$ cat src/rtl/tictactoe_pkg.sv
// Shared constants, selector state encoding and grid helpers
// for the tic-tac-toe input path.
package tictactoe_pkg;

    localparam int GRID_DIM   = 3;
    localparam int CELL_COUNT = 9;

    localparam logic [3:0] CELL_0 = 4'd0;
    localparam logic [3:0] CELL_1 = 4'd1;
    localparam logic [3:0] CELL_2 = 4'd2;
    localparam logic [3:0] CELL_3 = 4'd3;
    localparam logic [3:0] CELL_4 = 4'd4;
    localparam logic [3:0] CELL_5 = 4'd5;
    localparam logic [3:0] CELL_6 = 4'd6;
    localparam logic [3:0] CELL_7 = 4'd7;
    localparam logic [3:0] CELL_8 = 4'd8;

    localparam int BTN_UP     = 0;
    localparam int BTN_DOWN   = 1;
    localparam int BTN_LEFT   = 2;
    localparam int BTN_RIGHT  = 3;
    localparam int BTN_CENTER = 4;
    localparam int BTN_COUNT  = 5;

    typedef enum logic [1:0] {
        IDLE  = 2'd0,
        PULSE = 2'd1,
        GUARD = 2'd2
    } sel_state_t;

    function automatic logic [3:0] cell_index(
        input logic [1:0] row,
        input logic [1:0] col
    );
        return 4'(row) * 4'(GRID_DIM) + 4'(col);
    endfunction

    function automatic logic [CELL_COUNT-1:0] cell_onehot(
        input logic [1:0] row,
        input logic [1:0] col
    );
        logic [CELL_COUNT-1:0] v;
        v = CELL_COUNT'(1) << cell_index(row, col);
        return v;
    endfunction

    function automatic logic [1:0] wrap_inc(input logic [1:0] v);
        return (v == 2'(GRID_DIM - 1)) ? 2'd0 : v + 2'd1;
    endfunction

    function automatic logic [1:0] wrap_dec(input logic [1:0] v);
        return (v == 2'd0) ? 2'(GRID_DIM - 1) : v - 2'd1;
    endfunction

endpackage

$ cat src/rtl/button_debouncer.sv
// Two-flop synchronizer plus stable-run debouncer for one raw button;
// exports the accepted level and a one-cycle rising-edge event.
module button_debouncer #(
    parameter int DEBOUNCE_CYCLES = 1000000
) (
    input  logic i_clk,
    input  logic i_rst,
    input  logic i_btn,
    output logic o_level,
    output logic o_rise
);

    localparam int CW =
        (DEBOUNCE_CYCLES > 1) ? $clog2(DEBOUNCE_CYCLES) : 1;
    localparam logic [CW-1:0] LIMIT = CW'(DEBOUNCE_CYCLES - 1);

    logic          r_sync1;
    logic          r_sync2;
    logic          r_level;
    logic          r_rise;
    logic [CW-1:0] r_cnt;

    always_ff @(posedge i_clk or posedge i_rst) begin
        if (i_rst) begin
            r_sync1 <= 1'b0;
            r_sync2 <= 1'b0;
        end else begin
            r_sync1 <= i_btn;
            r_sync2 <= r_sync1;
        end
    end

    // Any sample that matches the current level restarts the run.
    always_ff @(posedge i_clk or posedge i_rst) begin
        if (i_rst) begin
            r_level <= 1'b0;
            r_rise  <= 1'b0;
            r_cnt   <= '0;
        end else begin
            r_rise <= 1'b0;
            if (r_sync2 != r_level) begin
                if (r_cnt == LIMIT) begin
                    r_level <= r_sync2;
                    r_rise  <= r_sync2;
                    r_cnt   <= '0;
                end else begin
                    r_cnt <= r_cnt + 1'b1;
                end
            end else begin
                r_cnt <= '0;
            end
        end
    end

    assign o_level = r_level;
    assign o_rise  = r_rise;

endmodule

$ cat src/rtl/cell_selector.sv
// Button-driven 3x3 cursor and one-hot cell select for the game FSM.
// Optional CELL_SELECT_BLOCK_OCCUPIED_EN suppresses picks of taken cells.
module cell_selector
    import tictactoe_pkg::*;
#(
    parameter int DEBOUNCE_CYCLES = 1000000,
    parameter int HOLD_CYCLES     = 16
) (
    input  logic                  clk_100MHz,
    input  logic                  reset,
    input  logic                  btn_up,
    input  logic                  btn_down,
    input  logic                  btn_left,
    input  logic                  btn_right,
    input  logic                  btn_center,
    input  logic [CELL_COUNT-1:0] occupied,
    output logic [CELL_COUNT-1:0] cuadro,
    output logic [CELL_COUNT-1:0] cursor,
    output logic [1:0]            cursor_row,
    output logic [1:0]            cursor_col,
    output logic                  busy
);

    localparam int HW =
        (HOLD_CYCLES > 1) ? $clog2(HOLD_CYCLES) : 1;
    localparam logic [HW-1:0] HOLD_LOAD = HW'(HOLD_CYCLES - 1);

    logic [BTN_COUNT-1:0]  w_raw;
    logic [BTN_COUNT-1:0]  w_level;
    logic [BTN_COUNT-1:0]  w_rise;
    logic [3:0]            w_cur_idx;
    logic                  w_occ_hit;
    logic                  w_nav_en;
    logic                  w_unused;
    sel_state_t            r_state;
    sel_state_t            w_next_state;
    logic [1:0]            r_row;
    logic [1:0]            r_col;
    logic [HW-1:0]         r_hold;
    logic [CELL_COUNT-1:0] r_sel;

    assign w_raw = {btn_center, btn_right, btn_left, btn_down, btn_up};

    for (genvar g = 0; g < BTN_COUNT; g++) begin : g_btn
        button_debouncer #(
            .DEBOUNCE_CYCLES(DEBOUNCE_CYCLES)
        ) u_db (
            .i_clk  (clk_100MHz),
            .i_rst  (reset),
            .i_btn  (w_raw[g]),
            .o_level(w_level[g]),
            .o_rise (w_rise[g])
        );
    end

    assign w_cur_idx = cell_index(r_row, r_col);

`ifdef CELL_SELECT_BLOCK_OCCUPIED_EN
    assign w_occ_hit = occupied[w_cur_idx];
    assign w_unused  = ^w_level[BTN_RIGHT:BTN_UP];
`else
    assign w_occ_hit = 1'b0;
    assign w_unused  = ^{occupied, w_level[BTN_RIGHT:BTN_UP]};
`endif

    always_ff @(posedge clk_100MHz or posedge reset) begin
        if (reset) begin
            r_state <= IDLE;
        end else begin
            r_state <= w_next_state;
        end
    end

    always_comb begin
        w_next_state = r_state;
        unique case (r_state)
            IDLE: begin
                if (w_rise[BTN_CENTER]) begin
                    w_next_state = w_occ_hit ? GUARD : PULSE;
                end
            end
            PULSE: begin
                if (r_hold == '0) begin
                    w_next_state = GUARD;
                end
            end
            GUARD: begin
                if (!w_level[BTN_CENTER]) begin
                    w_next_state = IDLE;
                end
            end
            default: w_next_state = IDLE;
        endcase
    end

    always_comb begin
        cuadro     = (r_state == PULSE) ? r_sel : '0;
        busy       = (r_state != IDLE);
        cursor     = cell_onehot(r_row, r_col);
        cursor_row = r_row;
        cursor_col = r_col;
    end

    // A center event in the same cycle swallows any navigation.
    assign w_nav_en = (r_state == IDLE) && !w_rise[BTN_CENTER];

    always_ff @(posedge clk_100MHz or posedge reset) begin
        if (reset) begin
            r_row <= 2'd1;
            r_col <= 2'd1;
        end else if (w_nav_en) begin
            if (w_rise[BTN_UP]) begin
                r_row <= wrap_dec(r_row);
            end else if (w_rise[BTN_DOWN]) begin
                r_row <= wrap_inc(r_row);
            end else if (w_rise[BTN_LEFT]) begin
                r_col <= wrap_dec(r_col);
            end else if (w_rise[BTN_RIGHT]) begin
                r_col <= wrap_inc(r_col);
            end
        end
    end

    always_ff @(posedge clk_100MHz or posedge reset) begin
        if (reset) begin
            r_hold <= '0;
            r_sel  <= '0;
        end else if (r_state == IDLE && w_next_state == PULSE) begin
            r_hold <= HOLD_LOAD;
            r_sel  <= cell_onehot(r_row, r_col);
        end else if (r_state == PULSE && r_hold != '0) begin
            r_hold <= r_hold - 1'b1;
        end
    end

endmodule

$ cat config.mk
export PLATFORM = sky130hd
export DESIGN_NAME = cell_selector
export DESIGN_NICKNAME = d
export VERILOG_FILES = /design/src/rtl/tictactoe_pkg.sv /design/src/rtl/button_debouncer.sv /design/src/rtl/cell_selector.sv
export SDC_FILE = /design/constraint.sdc
export NUM_CORES = 1
export LEC_CHECK = 0
export CAP_MARGIN = 20
export CORE_ASPECT_RATIO = 1.4
export CORE_MARGIN = 2
export CORE_UTILIZATION = 49
export CTS_BUF_LIST = sky130_fd_sc_hd__clkbuf_4 sky130_fd_sc_hd__clkbuf_8
export DETAILED_ROUTE_END_ITERATION = 12
export MAX_ROUTING_LAYER = met4
export PLACE_DENSITY = 0.78
export SETUP_SLACK_MARGIN = 0.1
export SKIP_LAST_GASP = 1
export SYNTH_ARGS = -nofsm -noshare
export SYNTH_HDL_FRONTEND = slang
export SYNTH_SLANG_ARGS = --single-unit
$ cat constraint.sdc
create_clock -name clk_100MHz -period 4.5 [get_ports clk_100MHz]
set_input_delay 0.9 -clock clk_100MHz [delete_from_list [all_inputs] [get_ports clk_100MHz]]
set_output_delay 0.9 -clock clk_100MHz [all_outputs]
set_load 0.1 [all_outputs]
# Yosys cells after proc, flatten, opt, wreduce, memory -nomap -nowiden
# Index checks and enable logic that the tools add are counted.
word_totals:
  ff_bits: 139
  in_bits: 16
  output_inout_bits: 23
  elab_cells: 115
classes:
  add_sub_neg: 11
  multipliers: 1
  eq_ne: 15
  shift: 1
  muxes: 35
  bitwise: 2
  n_reduce_logical: 20
ops:
  columns: ["operator", "n"]
  rows:
  - ["20-bit two-way mux", 10]
  - ["20-bit by 1-bit adder with 20-bit output, second input constant", 5]
  - ["20-bit equality test, second input constant", 5]
  - ["2-bit two-way mux", 11]
  - ["2-bit AND reduction", 6]
  - ["1-bit two-way mux", 10]
  - ["9-bit two-way mux", 1]
  - ["1-bit by 4-bit left shift with 9-bit output, first input constant", 1]
  - ["4-bit two-way mux", 2]
  - ["2-bit nonzero test", 4]
  - ["2-bit equality test, second input constant", 3]
  - ["2-bit zero test", 3]
  - ["2-bit case mux with 3 select lines", 1]
  - ["1-bit inequality test", 5]
  - ["2-bit by 1-bit adder with 2-bit output, second input constant", 2]
  - ["4-bit by 2-bit adder with 4-bit output", 1]
  - ["2-bit by 1-bit equality test with 1-bit output, second input constant", 2]
  - ["4-bit zero test", 1]
  - ["2-bit by 2-bit multiplier with 4-bit output, second input constant", 1]
  - ["4-bit AND reduction", 1]
  - ["4-bit nonzero test", 1]
  - ["2-bit by 1-bit subtractor with 2-bit output, second input constant", 2]
  - ["4-bit by 1-bit subtractor with 4-bit output, second input constant", 1]
  - ["1-bit logical AND", 3]
  - ["2 further kinds", 3]

# Logic depth before layout (Yosys ltp)
depth:
  word_depth: 6
  ltp_mapped: 6
  ltp_nobuf: 6

# Modules after synthesis
# Synthesis repeated with hierarchy kept, for this count alone.
unflattened:
  hier_cells: 649
  area_unflattened_um2: 7129.3
modules_own_cells:
  columns: ["mod", "n_inst", "cells_per_inst", "area_each_um2", "seq_area_each_um2"]
  rows:
  - ["button_debouncer", 5, 108, 1188.6, 600.6]
  - ["cell_selector", 1, 109, 1186.1, 478.0]

# Worst setup path before layout
# OpenSTA, ideal clock, no wires.
synth_path:
  path_kind: "reg2out"
  start: "register r_row[1], in the netlist cursor_row[1]"
  end: "output port cursor[8]"
  t_arrival_ns: 5.471
  required_time_ns: 3.600
  setup_slack_ns: -1.871
  path_stages_with_launch: 5
  path_buffers: 0
  path_cell_list: "dfrtp_1 fa_1 ha_1 fa_1 nor4b_1"
synth_between:
  elab_chain_len: 3
synth_lines:
  columns: ["item", "line", "source"]
  rows:
  - ["from (decl)", "cell_selector.sv:37", "logic [1:0] r_row;"]
  - ["from (signal assigned)", "cell_selector.sv:113", "r_row <= wrap_dec(r_row);"]
  - ["from (signal assigned)", "cell_selector.sv:115", "r_row <= wrap_inc(r_row);"]
  - ["2-bit by 2-bit multiplier with 4-bit output", "tictactoe_pkg.sv:35", "return 4'(row) * 4'(GRID_DIM) + 4'(col);"]
  - ["4-bit by 2-bit adder with 4-bit output", "tictactoe_pkg.sv:35", null]
  - ["1-bit by 4-bit left shift with 9-bit output", "tictactoe_pkg.sv:43", "v = CELL_COUNT'(1) << cell_index(row, col);"]
  - ["to (decl)", "cell_selector.sv:18", "output logic [CELL_COUNT-1:0] cursor,"]
# No other way between the ends.

# Worst setup path after layout
layout_path:
  start: "register r_row[0], in the netlist cursor_row[0]"
  end: "output port cursor[2]"
# Same word-level chain as after synthesis.

==> run_results.csv <==
group,metric,value,unit
timing,fin_crit_sh,85.6,%
detailed_routing,final_antenna_net_count,0,
timing,tightest_slew,981,ps
setup_path,cpLargestDelayFamily,"adder cells",
finish,stdcell_area,7760,µm²
grt,groute.usage.overall,18.9,%
finish,antenna_cells,0,
cts,cts_sinks,139,
placement,dpl_worst_slack,1100,ps
finish,seq_area,3480,µm²
setup_path,rrSetupSlack,1990,ps
placement,port_buffers,29,
grt,antenna_found_initial,0,
min_path,holdPathStages,0,
detailed_routing,num_vias,4854,
synthesis,synth_edf_count,0,
setup_path,crit_fanout,6,
grt,gr-total-overflow,0,
synthesis,synth_area,6840,µm²
run,drv_cap,0,
timing,drv_slew,0,
setup_path,crit_top_cell,"fa_1",
timing,whs,353,ps
setup_path,cpMaxStageDelayCell,"dfstp_2",
synthesis,synth-main-ff-cell,"dfrtp_1",
pwr,power_density,304,nW/µm²
detailed_routing,wire_per_inst,14.3,µm
synthesis,netlist.area_leader.share,50.1,%
cts,cts_tree,"yes",
die,fp.coreArea,13800,µm²
synthesis,synth.most_common_cell,"dfrtp_1",
synthesis,synthCells,645,
synthesis,ys_seq_area_share,50.9,%
timing,setup_violations,0,
cts,cts_max_level,4,
setup_path,worstPathArrival,2950,ps
placement,hpwl,8960,µm
placement,dpl.cell_count,851,
cts,cts_buffers,17,
synthesis,synth_warnings,0,
timing,slew_headroom,34.4,%
setup_path,end_kind,"output port",
timing,rsz0062_at_grt,"no",
synthesis,async_flop_share,100,%
cts,cts_hold_buf,0,
finish,drive_above_1_share,12.8,%
pwr,p_leak,3.27,nW
synthesis,ys_top_cells_by_area,"dfrtp_1 (50%), xnor2_1 (4.9%), xor2_1 (4.9%)",
grt,grt_pass1_wl,22500,µm
synthesis,netlist-cell-type-count,50,
detailed_routing,wirelength,12600,µm
die,num_rows,51,
finish,instances_no_fill,883,
synthesis,syn_nets,677,
setup_path,slowest_delay,600,ps
cts,clkTransAtPathRegs,80,ps
synthesis,ys_ff_latch,139,
min_path,hp-start,"g_btn[3].u_db.r_sync1",
timing,min_period,3850,ps
grt,first_global_vias,5108,
cts,clk_latency,450,ps
synthesis,syn_avg_cell_area,10.6,µm²
synthesis,yosys.area.top_type,"dfrtp_1",
finish,n_fill_cell,1212,
die,dieArea,14900,µm²
timing,fmax,260,MHz
detailed_routing,drc,0,
die,io_pins,39,
timing,setup_slack,649,ps
setup_path,cp.required,3600,ps
setup_path,rr_endpoint,"g_btn[1].u_db.r_cnt[6]",
die,initial_utilization,49.6,%
finish,multi_input_area,3230,µm²
pwr,irDropWorstVdd,0.000218,V
detailed_routing,drtIter0Drc,181,
cts,cts_setup_buffers,0,
grt,grt_start_max_net_pins,46,
run_status,outcome,"completed",
synthesis,ys_top_cells_by_count,"dfrtp_1 (137), nor2_1 (84), xnor2_1 (38), xor2_1 (38), nand3_1 (37)",
setup_path,rr_worst_depth,6,
die,dieWidth,104,µm
finish,synthToLayoutAreaGrowth,13.4,%
setup_path,crit_buf_inv,1,
timing,final_hold_viol_count,0,
finish,fin_nets,717,
min_path,min_to,"g_btn[3].u_db.r_sync2",
setup_path,timing.rr.start,"g_btn[1].u_db.r_cnt[0]",
cts,cts_buffer_depth,2,
timing,finClkSkew,13.4,ps
setup_path,path_cells,"fa_1, ha_1, fa_1, nand2b_1, nor3_2, buf_4",
cts,root_buffer,"clkbuf_8",
min_path,hp-class,"flip-flop to flip-flop",
detailed_routing,drt_first_pass_iters,4,
setup_path,critPathLaunchType,"flip-flop",
placement,postPlaceCellArea,7360,µm²
cts,ctsResizeCount,0,
setup_path,worstSetupPathType,"flip-flop to output port",
placement,place.gp.congestion,0.851,
detailed_routing,viasPerCell,5.50,
die,die_y,144,µm
[worst reg2reg max path, stage by stage, from the launching register on]
cell     delay (ps)
dfrtp_1         390
ha_1            230
nand4_1         330
or2_1           380
o31ai_2         700
buf_4           300
nor2_1           60
[layout by cell type (no fill, tap or decap), types with 7 or more instances in the layout]
master,n
clkdlybuf4s50_1,20
xor2_1,38
nor3_1,14
mux2_2,10
inv_1,27
mux2i_1,8
o31ai_1,9
nand4_1,17
nor4b_1,7
a21oi_1,23
clkbuf_8,18
and3_1,8
buf_4,12
or4_1,9
and4_1,12
ha_1,14
nand3_1,37
and2_1,13
xnor2_1,38
or3_1,10
nand2_1,35
nor2_1,81
dfrtp_1,137
nor4_1,13
o21ai_0,13
[flip-flops by register name, summed over array words and instances (netlist names), 4 cells and up]
name	cells
r_sel	9
g_btn.u_db.r_sync2	5
g_btn.u_db.r_cnt	100
g_btn.u_db.o_level	5
r_hold	4
g_btn.u_db.r_sync1	5
g_btn.u_db.o_rise	5
[cell families after synthesis]
family	count (synthesis)	share of synthesized area (%)
fa+ha+maj	16	3.15
xor+xnor	76	9.73
buf+inv	40	2.60
mux	22	3.47
simple gates	300	25.0
flops	139	50.9
compound gates	52	5.18
[worst max path at each step]
| stage | start | to | slack [ps] | cells after the start |
|---|---|---|---|---|
| detailed placement | cursor_row[0] | cursor[2] | 1100 | 6 |
| CTS | cursor_row[0] | cursor[2] | 620 | 6 |
| global route | cursor_row[0] | cursor[4] | 480 | 6 |
| floorplan | cursor_row[1] | cursor[8] | -460 | 4 |
| finish | cursor_row[0] | cursor[2] | 650 | 6 |
| global placement | cursor_row[0] | cursor[2] | 1140 | 6 |
[final cells by class]
type                    count  area share (%)
repair buffers             33            4.00
clock buffers              19            3.29
inverters                  28            1.40
flip-flops and latches    139            44.9
multi-input cells         466            41.6
well taps                 185            2.98
clock inverters            13            1.84
[metal layers]
layer | GRT usage, % | vias to the layer above | share of wire, %
met2 | 34.5 | 84 | 53
met4 | 7.82 | 0 | 1.6
met1 | 20.3 | 2405 | 42
met5 | - | - | 0
li1 | - | 2347 | -
met3 | 3.58 | 18 | 2.8
[power by group]
group	switching [mW]	internal, mW
registers	0.0145	1.26
clock network	0.494	0.515
logic	0.0495	0.0220
[through the flow]
| step | power [mW] | TNS, ps | utilization [%] |
|---|---|---|---|
| after detailed placement | 1.38 | 0 | 53.4 |
| after CTS | 2.39 | 0 | 56.3 |
| after global routing | 2.46 | 0 | 56.3 |
| after global placement | 1.37 | 0 | 53.4 |
| final | 2.36 | 0 | 56.3 |
| after floorplan | 1.35 | -1370 | - |
(Power assumes the default switching activity.)
